$ cat config.mk
export PLATFORM = sky130hd
export DESIGN_NAME = fifo_nibble_packer
export DESIGN_NICKNAME = d
export VERILOG_FILES = /design/src/rtl/fifo_nibble_packer.sv
export SDC_FILE = /design/constraint.sdc
export NUM_CORES = 1
export LEC_CHECK = 0
export BUFFER_PORTS_ARGS = -buffer_cell sky130_fd_sc_hd__buf_2
export CAP_MARGIN = 20
export CORE_ASPECT_RATIO = 1.25
export CORE_MARGIN = 2
export CORE_UTILIZATION = 52
export CTS_CLUSTER_DIAMETER = 30
export DETAILED_ROUTE_END_ITERATION = 7
export GPL_TIMING_DRIVEN = 0
export PLACE_DENSITY = 0.78
export SYNTH_ARGS = -nofsm -noshare
export SYNTH_HDL_FRONTEND = slang
export SYNTH_SLANG_ARGS = --single-unit
$ cat constraint.sdc
create_clock -name clk -period 2.2 [get_ports clk]
set_clock_uncertainty 0.05 [all_clocks]
set_input_delay 0.11 -clock clk [delete_from_list [all_inputs] [get_ports clk]]
set_output_delay 0.11 -clock clk [all_outputs]
set_load 0.005 [all_outputs]
$ cat src/rtl/fifo_nibble_packer.sv
// Pops 4-bit FIFO entries and packs NIB of them LSB-first into one word.
// A flush request emits a partial word with its entry count when the FIFO runs dry.
module fifo_nibble_packer #(
    parameter int DW  = 4,
    parameter int NIB = 4,
    parameter int CW  = 4
) (
    input  logic              clk,
    input  logic              rst,
    input  logic              fifo_e,
    output logic              fifo_re,
    input  logic [DW-1:0]     fifo_out,
    input  logic              flush,
    output logic [DW*NIB-1:0] m_data,
    output logic [CW-1:0]     m_cnt,
    output logic              m_valid,
    input  logic              m_ready
);

    typedef enum logic [1:0] {
        IDLE,
        READ,
        CAPT,
        OUT
    } state_t;

    state_t              st_q;
    logic [CW-1:0]       idx_q;
    logic [DW*NIB-1:0]   pack_q;
    logic [DW*NIB-1:0]   pack_d;
    logic [DW*NIB-1:0]   data_q;
    logic [CW-1:0]       cnt_q;
    logic                re_q;
    logic                valid_q;

    always_comb begin
        pack_d = pack_q;
        pack_d[idx_q*DW +: DW] = fifo_out;
    end

    // Only IDLE looks at fifo_e, so the post-pop empty flag has settled.
    always_ff @(posedge clk or negedge rst) begin
        if (!rst) begin
            st_q    <= IDLE;
            idx_q   <= '0;
            pack_q  <= '0;
            data_q  <= '0;
            cnt_q   <= '0;
            re_q    <= 1'b0;
            valid_q <= 1'b0;
        end else begin
            unique case (st_q)
                IDLE: begin
                    if (!fifo_e) begin
                        st_q <= READ;
                        re_q <= 1'b1;
                    end else if (flush && idx_q != '0) begin
                        st_q    <= OUT;
                        data_q  <= pack_q;
                        cnt_q   <= idx_q;
                        idx_q   <= '0;
                        pack_q  <= '0;
                        valid_q <= 1'b1;
                    end
                end
                READ: begin
                    re_q <= 1'b0;
                    st_q <= CAPT;
                end
                CAPT: begin
                    if (idx_q == CW'(NIB - 1)) begin
                        st_q    <= OUT;
                        data_q  <= pack_d;
                        cnt_q   <= CW'(NIB);
                        idx_q   <= '0;
                        pack_q  <= '0;
                        valid_q <= 1'b1;
                    end else begin
                        st_q   <= IDLE;
                        pack_q <= pack_d;
                        idx_q  <= idx_q + 1'b1;
                    end
                end
                OUT: begin
                    if (m_ready) begin
                        st_q    <= IDLE;
                        valid_q <= 1'b0;
                        data_q  <= '0;
                        cnt_q   <= '0;
                    end
                end
                default: st_q <= IDLE;
            endcase
        end
    end

    assign fifo_re = re_q;
    assign m_data  = data_q;
    assign m_cnt   = cnt_q;
    assign m_valid = valid_q;

endmodule

==> metrics.csv, run 1 <==
metric,value,unit
Yosys cell types,45,
CP required,2.33,ns
initial antenna violation count,0,
number of nets in the layout,315,
sequential share of power,25.7,%
endpoints failing hold,0,
final hold slack,0.0377,ns
I/O pin cnt,31,
CTS sink count,44,
core area,4460,um^2
Via density,6.20,
routability cong.,0.892,
cell taking the most area after synthesis,dfrtp_1,
Leakage,1.40,nW
Gate Count Post-Synth,249,
I/O Buffers,30,
global-route met3 utilization,5.46,%
Die Width,65.3,um
Sw Ratio,43.3,%
most common flop cell mapped by yosys,dfrtp_1,
remaining global-route overflow,0,
Worst Path Arrival,2.56,ns
TritonCTS buffer count,5,
Starting Density,54.7,%
status,"finished, violations left",
Int Power,2.83,mW
GR Util met2,45.0,%
failing checks,setup timing,
"Reg clk slew, reported paths",0.08,ns
DRC viols,0,
Finished Layout Cells,360,
Comb pwr share,62.6,%
Clk network pwr share,11.7,%
fmax,411,MHz
Syn. warnings,0,
HPWL after detailed placement,4300,um
Max Cap Viol,0,
RSZ-0062 raised after global routing,yes,
post-synth top area share,45.1,%
"flops & latches, synth",44,
GRT busiest layer,met2,
first-pass GRT wire length,10800,um
Post-synth EDFFs,0,
Die Height,80.6,um
PD cells,1540,nW/um^2
initial DRC count,216,
TritonRoute pass-1 iters,5,
ANT cells,0,
proportion of layout cells with a drive suffix above 1,34.1,%
total number of vias,2233,
row cnt,27,
Final setup viols,32,
crit share post-route,111,%
Layout area overhead,32.9,%
vias in the first global route,2209,
Peak supply drop,0.000887,V
Synth async-reset ratio,100,%
area of the die,5260,um^2
"antenna viol nets, final",0,
Longest Clk Path Bufs,2,
final worst setup slack,-0.234,ns
Synth area leaders,"dfrtp_1 45%, o32a_1 6.2%, a21oi_1 4.1%",
Total Routing Usage GR,27.0,%
Hold Path Class,input port to register,
Worst-Skew Late Latency,0.30,ns
wire per inst,19.0,um
fin crit period,2.43,ns
Worst Path Max Fanout,7,
critical path type,register to register,
average cell area after synthesis,9.80,um^2
largest net degree at the start of global routing,45,
Routed WL,6850,um
dpl cells,337,
sw power,2.16,mW
Worst-Margin Slew,0.602,ns
sequential cell area fraction in the yosys report,45.1,%
# H-tree levels,2,
max-slew violations,0,
critical path launch point type,register,
CP Capture Type,register,
Slew HR,59.9,%
M1 GR Usage,33.6,%
Root Driver,clkbuf_8,
Post-Syn Nets,261,
CTS tree,built,
mapped cell area,2440,um^2
==> power groups by stage <==
| stage | logic, mW | clock network, mW | registers, mW |
|---|---|---|---|
| 3_5_place_dp | 2.34 | 0 | 1.29 |
| 4_1_cts | 2.79 | 0.594 | 1.28 |
| 5_1_grt | 3.35 | 0.631 | 1.31 |
| 6_report | 3.13 | 0.587 | 1.28 |
| 2_1_floorplan | 1.66 | 0 | 1.29 |
| 3_3_place_gp | 2.30 | 0 | 1.28 |
==> registers in the layout, indices dropped and copies added, names as in the netlist <==
register,cells
fifo_re,1
idx_q,4
m_cnt,4
m_data,16
m_valid,1
pack_q,16
st_q,2
==> cells in the final DEF, fill, tap and decap left out, types with 3 or more instances in the layout <==
| cell type | n |
|---|---|
| buf_2 | 31 |
| or4_4 | 3 |
| a21oi_1 | 16 |
| clkbuf_1 | 7 |
| nand2_1 | 18 |
| nand2b_1 | 3 |
| or3_4 | 3 |
| nand4_1 | 4 |
| o21ai_1 | 4 |
| nand3_1 | 8 |
| nor2_1 | 9 |
| o32a_1 | 15 |
| o22ai_1 | 3 |
| nor4b_1 | 4 |
| buf_6 | 5 |
| o2bb2ai_2 | 3 |
| a21o_1 | 3 |
| clkbuf_8 | 5 |
| inv_1 | 16 |
| a22o_1 | 6 |
| dfrtp_1 | 43 |
| buf_4 | 15 |
| a311o_1 | 3 |
| o22ai_2 | 5 |
| mux2i_1 | 10 |
==> cells by family after synthesis <==
kind of cell | share of synthesized area, %
adder cells (fa/ha/maj) | 1.54
buffers and inverters | 7.33
AND/OR/NAND/NOR | 16.8
XOR/XNOR | 0.359
flip-flops | 45.1
AO/OA/AOI/OAI | 24.7
multiplexers | 4.10
==> worst max-delay path: stages (launching register included) <==
cell and delay (ns):
dfrtp_1 0.39, buf_6 0.12, or3_4 0.33, ha_4 0.28, nand3b_1 0.09, or3_4 0.40, a311o_1 0.37, o32a_1 0.28
==> cell usage after synthesis (all sizes together), types with 2 or more instances <==
cell type,count
dfrtp,44
a21oi,20
nand2,18
inv,17
o32a,15
clkbuf,11
mux2i,10
buf,9
nor2,9
o22ai,9
nand3,8
a22o,6
o21ai,6
o2bb2ai,6
o31ai,5
a21o,4
nand2b,4
nand4,4
nor4,4
nor4b,4
a311o,3
and3,3
ha,3
nor3,3
or2,3
or3,3
or4,3
and2,2
nor2b,2
or3b,2
==> metal layers <==
layer  routed length [um]  share of wire [%]
met5                    0                  0
met4                  184                2.7
met3                  234                3.4
met2                 3510                 51
met1                 2920                 43
==> timing repair <==
| item | in CTS | in global routing |
|---|---|---|
| setup buffers | 15 | 4 |
| pin swaps | 20 | 14 |
| gates cloned | 1 | 0 |
| hold buffers | 2 | 0 |
| resized for setup | 31 | 20 |
| endpoints found under the hold margin | 45 | 0 |
| endpoints found under the setup margin | 43 | 37 |
==> final timing paths <==
path / from / cells after the start / to / slack [ns]
min reg2reg: m_cnt[0]$_DFFE_PN0P_ / 1 / m_cnt[0]$_DFFE_PN0P_ / 0.42
max reg2reg: idx_q[0]$_DFFE_PN0P_ / 7 / m_data[6]$_DFFE_PN0P_ / -0.23
min in group asynchronous: rst / 2 / st_q[0]$_DFFE_PN0P_ / 0.24
min: fifo_out[1] / 2 / pack_q[1]$_DFFE_PN0P_ / 0.04
max in group asynchronous: rst / 3 / pack_q[8]$_DFFE_PN0P_ / 1.37
max: idx_q[0]$_DFFE_PN0P_ / 7 / m_data[6]$_DFFE_PN0P_ / -0.23
==> per-stage QoR <==
stage	cell area, um^2	worst slack (ns)	setup TNS (ns)	util [%]	total power [mW]
6_report	3240	-0.234	-4.88	72.7	5.00
5_1_grt	3240	-0.324	-7.00	72.7	5.30
4_1_cts	3070	-0.259	-5.18	68.9	4.67
3_5_place_dp	2720	-0.352	-7.38	61.0	3.63
3_3_place_gp	2720	-0.328	-6.16	61.0	3.58
2_1_floorplan	2500	-0.246	-2.53	-	2.95
==> area by class of cell <==
class                   count  area (um^2)
repair buffers             52          373
inverters                  17         66.3
multi-input cells         168         1430
clock buffers               5         68.8
well taps                  58         72.6
fillers                   337         1220
flip-flops and latches     44         1100
plain buffers              15          104
clock inverters             1         30.0
Power figures use the tool's default switching activity.
==> run 2, diff against run 1 <==
Settings changed: ABC_AREA set to 1.
==> run 2 against run 1 <==
Effect of this change:
- the run now ends clean
- die area decreased by 0.77%
- critical path type unchanged
- sequential cell count unchanged
- maximum frequency increased by 18%
- clock-buffer cell count increased by 1
- global-route usage decreased by 2.9 points
- wire length decreased by 18%
- register-to-register slack improved by 0.38 ns
- critical endpoint is now m_data[2]$_DFFE_PN0P_
- synthesized cell count increased by 21%
==> metrics.csv, run 2 <==
metric,value,unit,change
status,finished clean,,
critical path cell sequence,"nor2_2, nand2_2, ha_4, clkbuf_2, nor2_1, nand2_1, nor2_4, nand3_4, nand2_1, nand3_1, a21oi_1",,
Worst-Margin Slew,0.986,ns,+0.384 ns
Longest Clk Path Bufs,2,,unchanged
Crit path depth,11,,+4
Final setup viols,0,,-100%
initial DRC count,157,,-27%
Reg2Reg Depth,11,,+4
TritonRoute pass-1 iters,4,,-1
max-slew violations,0,,unchanged
Worst Setup SP,idx_q[2]$_DFFE_PN0P_,,
critical path launch point type,register,,
"antenna viol nets, final",0,,unchanged
Synth Area in Compound Gates,14.6,%,-10 points
Routed WL,5620,um,-18%
Gate Count Post-Synth,301,,+21%
fmax,486,MHz,+18%
DP Worst Slack,-0.165,ns,+0.187 ns
Post-Synth Simple-Gate Area,28.3,%,+12 points
Via density,5.51,,-11%
I/O pin cnt,31,,unchanged
Post-Syn Nets,313,,+20%
TritonCTS buffer count,5,,unchanged
Critical R2R Launch,idx_q[2]$_DFFE_PN0P_,,
sw power,2.31,mW,+6.8%
CP required,2.37,ns,+0.04 ns
top-count cell post-synth,nand2_1,,
Starting Density,54.7,%,about the same
remaining global-route overflow,0,,unchanged
Post-synth EDFFs,0,,unchanged
"most common cell after layout, fill and taps aside",nand2_1,,
fill count,391,,+16%
row cnt,27,,unchanged
Worst Path Arrival,2.23,ns,-0.33 ns
sequential cell area fraction in the yosys report,45.5,%,+0.37 points
Post-DP Area,2640,um^2,-2.8%
CTS tree,built,,
cell taking the most area after synthesis,dfrtp_1,,
I/O Buffers,30,,unchanged
final core utilization,63.8,%,-8.9 points
largest net degree at the start of global routing,45,,unchanged
post-route design area,2830,um^2,-13%
ANT cells,0,,unchanged
Max Cap Viol,0,,unchanged
Syn. warnings,0,,unchanged
number of nets in the layout,354,,+12%
adder-cell share of the synthesized area,1.55,%,+0.013 points
core area,4430,um^2,-0.76%
proportion of layout cells with a drive suffix above 1,24.0,%,-10 points
final worst setup slack,0.143,ns,+0.377 ns
fin crit period,2.06,ns,-0.377 ns
CP peak stage delay,0.49,ns,+0.09 ns
critical path type,register to register,,
routability cong.,0.901,,+0.98%
Worst-Skew Late Latency,0.30,ns,about the same
first-pass GRT wire length,9570,um,-11%
Int Power,2.43,mW,-14%
"flops & latches, synth",44,,unchanged
sequential share of power,28.0,%,+2.3 points
"Reg clk slew, reported paths",0.08,ns,about the same
Sw Ratio,48.8,%,+5.5 points
Die Width,65.0,um,-0.38%
post-synth top area share,45.5,%,+0.37 points
Comb pwr share,61.8,%,-0.8 points
most common flop cell mapped by yosys,dfrtp_1,,
Yosys cell types,32,,-29%
Layout area overhead,16.8,%,
CP max-delay cell,dfrtp_2,,
R2R Setup Slk,0.14,ns,+0.38 ns
Synth async-reset ratio,100,%,unchanged
Slew HR,34.2,%,-26 points
Synth area leaders,"dfrtp_1 46%, nand2_1 7.9%, nand3_1 7.9%",,
Root Driver,clkbuf_8,,
RR Endpoint,m_data[2]$_DFFE_PN0P_,,
crit share post-route,93.5,%,-17 points
average cell area after synthesis,8.04,um^2,-18%
Leakage,1.34,nW,-4.3%
largest family of logic cells by synthesized area,simple AND/OR/NAND/NOR gates,,
CP Capture Type,register,,
Die Height,80.3,um,-0.39%
"commonest non-fill, non-tap cells in the layout","49 x nand2_1, 43 x dfrtp_1, 38 x nand3_1",,
mapped cell area,2420,um^2,-0.82%
"top cells by count, synth","51 x nand2_1, 44 x dfrtp_1, 38 x nand3_1",,
DRC viols,0,,unchanged
Hold Path Class,input port to register,,
PD cells,1680,nW/um^2,+8.8%
Peak supply drop,0.000978,V,+10%
total number of vias,2202,,-1.4%
vias in the first global route,2048,,-7.3%
CTS sink count,44,,unchanged
RSZ-0062 raised after global routing,no,,
# H-tree levels,2,,unchanged
area of the die,5220,um^2,-0.77%
initial antenna violation count,0,,unchanged
wire per inst,14.1,um,-26%
Worst Path Max Fanout,6,,-1
XOR/XNOR Fraction of Synth Area,1.03,%,+0.68 points
mux share of post-synthesis cell area,0,%,-4.1 points
Critical path buffers and inverters,1,,unchanged
Critical Path End,m_data[2]$_DFFE_PN0P_,,
HPWL after detailed placement,4090,um,-4.8%
family with the most delay on the worst path,simple AND/OR/NAND/NOR gates,,
Worst path most repeated cell,nand2_1,,
endpoints failing hold,0,,unchanged
Clk network pwr share,10.2,%,-1.5 points
Total Routing Usage GR,24.1,%,-2.9 points
run 2: cell count changes in the layout (fill, tap and decap cells not counted), moves of 6 or more:
cell,before,now
o32a_1,15,0
inv_1,16,29
a21oi_1,16,31
nand3_1,8,38
mux2i_1,10,0
clkbuf_1,7,1
nor2_1,9,22
a22o_1,6,0
buf_4,15,6
o21ai_0,1,24
nand2_1,18,49
run 2: power groups by stage:
stage               clock network (mW)  logic [mW]  registers (mW)
floorplan                            0        1.90            1.34
global placement                     0        2.58            1.32
detailed placement                   0        2.65            1.33
CTS                              0.489        2.67            1.32
global route                     0.526        3.29            1.37
finish                           0.483        2.93            1.33
run 2: worst register-to-register path: stages, from the launching register on:
cell,delay (ns)
dfrtp_2,0.49
nor2_2,0.16
nand2_2,0.08
ha_4,0.26
clkbuf_2,0.14
nor2_1,0.11
nand2_1,0.09
nor2_4,0.16
nand3_4,0.12
nand2_1,0.09
nand3_1,0.08
a21oi_1,0.15
run 2: cell families (layout without fill, tap and decap cells):
logic type                 after synthesis  after routing
adders and majority gates                3              3
xor gates and xnor gates                 2              2
AOI/OAI and AO/OA                       65             65
and+or+nand+nor                        139            139
DFF                                     44             44
buffers and inverters                   48             89
run 2: how the worst min path moves through the flow:
stage,from,endpoint,slack [ns],depth (start not counted)
floorplan,rst,fifo_re$_DFFE_PN0P_,-0.24,0
global placement,rst,pack_q[1]$_DFFE_PN0P_,0.27,1
detailed placement,rst,m_data[1]$_DFFE_PN0P_,0.27,1
CTS,fifo_e,fifo_re$_DFFE_PN0P_,0.13,4
global route,fifo_e,fifo_re$_DFFE_PN0P_,0.19,4
finish,fifo_e,fifo_re$_DFFE_PN0P_,0.13,4
run 2: area by class of cell:
cell class	count	area, um^2	area share (%)
sequential	44	1100	39.0
clock buffer	6	72.6	2.57
inverter	37	146	5.18
multi-input combinational	209	1160	41.2
buffer	10	75.1	2.66
tap	58	72.6	2.57
clock inverter	1	5.00	0.177
timing repair buffer	35	188	6.64
run 2: routing by layer:
layer / track usage (%) / part of all wire, % / vias up
met5: 0 / 0 / -
met2: 41.3 / 52 / 64
li1: - / - / 1088
met1: 30.4 / 42 / 1043
met3: 3.92 / 4.8 / 7
met4: 9.38 / 1.7 / 0
run 2: per-stage QoR:
step / instances / TNS, ns / hold slack [ns] / power, mW
final: 400 / 0 / 0.133 / 4.74
after global routing: 400 / 0 / 0.190 / 5.18
after CTS: 396 / 0 / 0.131 / 4.48
after detailed placement: 389 / -2.76 / 0.275 / 3.98
after global placement: 389 / -1.20 / 0.267 / 3.89
after floorplan: 301 / 0 / -0.236 / 3.24
run 2: timing repair:
action,CTS,global route
gates cloned,0,0
buffers inserted,0,4
hold buffers,1,0
hold endpoints to repair,44,0
gates resized for setup,2,17
endpoints found under the setup margin,32,34
pin swaps,0,6
==> run 3, diff against run 2 <==
Settings changed: RECOVER_POWER set to 50, SKIP_CTS_REPAIR_TIMING set to 1.
==> run 3 against run 2 <==
Effect of this change:
- non-clock buffer count is the same
- sequential power is essentially flat
- critical path depth grew 1
- final cell count is the same
- critical path type unchanged
==> metrics.csv, run 3 (synthesis gave the netlist of run 2 again) <==
metric,value,unit,change
Final setup viols,0,,unchanged
setup TNS,0,ns,unchanged
Total Routing Usage GR,24.2,%,+0.030 points
row cnt,27,,unchanged
Worst-Margin Slew,1.09,ns,+0.0989 ns
area of the die,5220,um^2,unchanged
initial DRC count,191,,+22%
# H-tree levels,2,,unchanged
"antenna viol nets, final",0,,unchanged
remaining global-route overflow,0,,unchanged
DRC viols,0,,unchanged
CTS tree,built,,
post-route design area,2820,um^2,-0.18%
vias in the first global route,2060,,+0.59%
Max Cap Viol,0,,unchanged
max-slew violations,0,,unchanged
Routed WL,5680,um,+1.0%
CP required,2.37,ns,about the same
endpoints failing hold,0,,unchanged
TritonRoute pass-1 iters,4,,unchanged
"commonest non-fill, non-tap cells in the layout","49 x nand2_1, 43 x dfrtp_1, 38 x nand3_1",,
Via density,5.50,,-0.14%
Worst Path Max Fanout,9,,+3
final worst setup slack,0.130,ns,-0.0126 ns
Die Height,80.3,um,unchanged
CP Capture Type,register,,
Slew HR,27.6,%,-6.6 points
HPWL after detailed placement,4090,um,unchanged
CTS sink count,44,,unchanged
dpl cells,389,,unchanged
largest net degree at the start of global routing,45,,unchanged
Die Width,65.0,um,unchanged
Hold Path Class,input port to register,,
wire per inst,14.2,um,+1.0%
fmax,483,MHz,-0.61%
Worst-Skew Late Latency,0.30,ns,about the same
Finished Layout Cells,400,,unchanged
Root Driver,clkbuf_8,,
Starting Density,54.7,%,unchanged
routability cong.,0.901,,unchanged
total number of vias,2199,,-0.14%
Total Power,4.74,mW,about the same
initial antenna violation count,0,,unchanged
PD cells,1680,nW/um^2,+0.20%
Layout area overhead,16.5,%,
DP Worst Slack,-0.165,ns,unchanged
crit share post-route,94.1,%,+0.57 points
final hold slack,0.133,ns,+0.000162 ns
"Reg clk slew, reported paths",0.08,ns,about the same
proportion of layout cells with a drive suffix above 1,22.8,%,-1.2 points
fin crit period,2.07,ns,+0.0126 ns
Longest Clk Path Bufs,2,,unchanged
I/O Buffers,30,,unchanged
Leakage,1.32,nW,-1.0%
critical path launch point type,register,,
Post-DP Area,2640,um^2,unchanged
"most common cell after layout, fill and taps aside",nand2_1,,
Worst Path Arrival,2.24,ns,about the same
number of nets in the layout,354,,unchanged
TritonCTS buffer count,5,,unchanged
I/O pin cnt,31,,unchanged
core area,4430,um^2,unchanged
final core utilization,63.7,%,-0.11 points
first-pass GRT wire length,9590,um,+0.22%
critical path type,register to register,,
ANT cells,0,,unchanged
status,finished clean,,
Peak supply drop,0.000982,V,+0.42%
## run 3: power breakdown
| group | leakage [nW] | internal [mW] | switching [mW] |
|---|---|---|---|
| Sequential | 0.560 | 1.14 | 0.187 |
| Combinational | 0.722 | 1.06 | 1.87 |
| Clock | 0.0410 | 0.216 | 0.267 |
## run 3: final timing paths
kind	start	endpoint	slack (ns)	cells past startpoint
max	idx_q[0]$_DFFE_PN0P_	m_data[2]$_DFFE_PN0P_	0.13	12
max in group asynchronous	rst	idx_q[2]$_DFFE_PN0P_	0.88	2
min reg2reg	m_valid$_DFFE_PN0P_	m_valid$_DFFE_PN0P_	0.42	2
max reg2reg	idx_q[0]$_DFFE_PN0P_	m_data[2]$_DFFE_PN0P_	0.13	12
min in group asynchronous	rst	m_data[1]$_DFFE_PN0P_	0.49	2
min	fifo_e	fifo_re$_DFFE_PN0P_	0.13	4
## run 3: routing by layer
| metal | vias to the layer above | wire length, um | track usage (%) | part of all wire [%] |
|---|---|---|---|---|
| met5 | - | 0 | 0 | 0 |
| met2 | 39 | 2960 | 41.4 | 52 |
| met1 | 1068 | 2450 | 30.4 | 43 |
| li1 | 1086 | - | - | - |
| met3 | 6 | 173 | 3.92 | 3.0 |
| met4 | 0 | 95 | 9.38 | 1.7 |
## run 3: worst max-delay path, cell delays in order, from the launching register on
cell      delay (ns)
dfrtp_1         0.39
buf_4           0.18
inv_6           0.09
nand2_2         0.07
ha_4            0.26
clkbuf_2        0.15
nor2_1          0.11
nand2_1         0.09
nor2_4          0.16
nand3_4         0.12
nand2_1         0.09
nand3_1         0.08
a21oi_1         0.15
## run 3: cell type report
class,instances,area [um^2]
plain buffers,10,75.1
clock inverters,1,5.00
repair buffers,35,183
clock buffers,6,72.6
well taps,58,72.6
fillers,392,1610
flip-flops and latches,44,1100
inverters,37,146
multi-input cells,209,1160
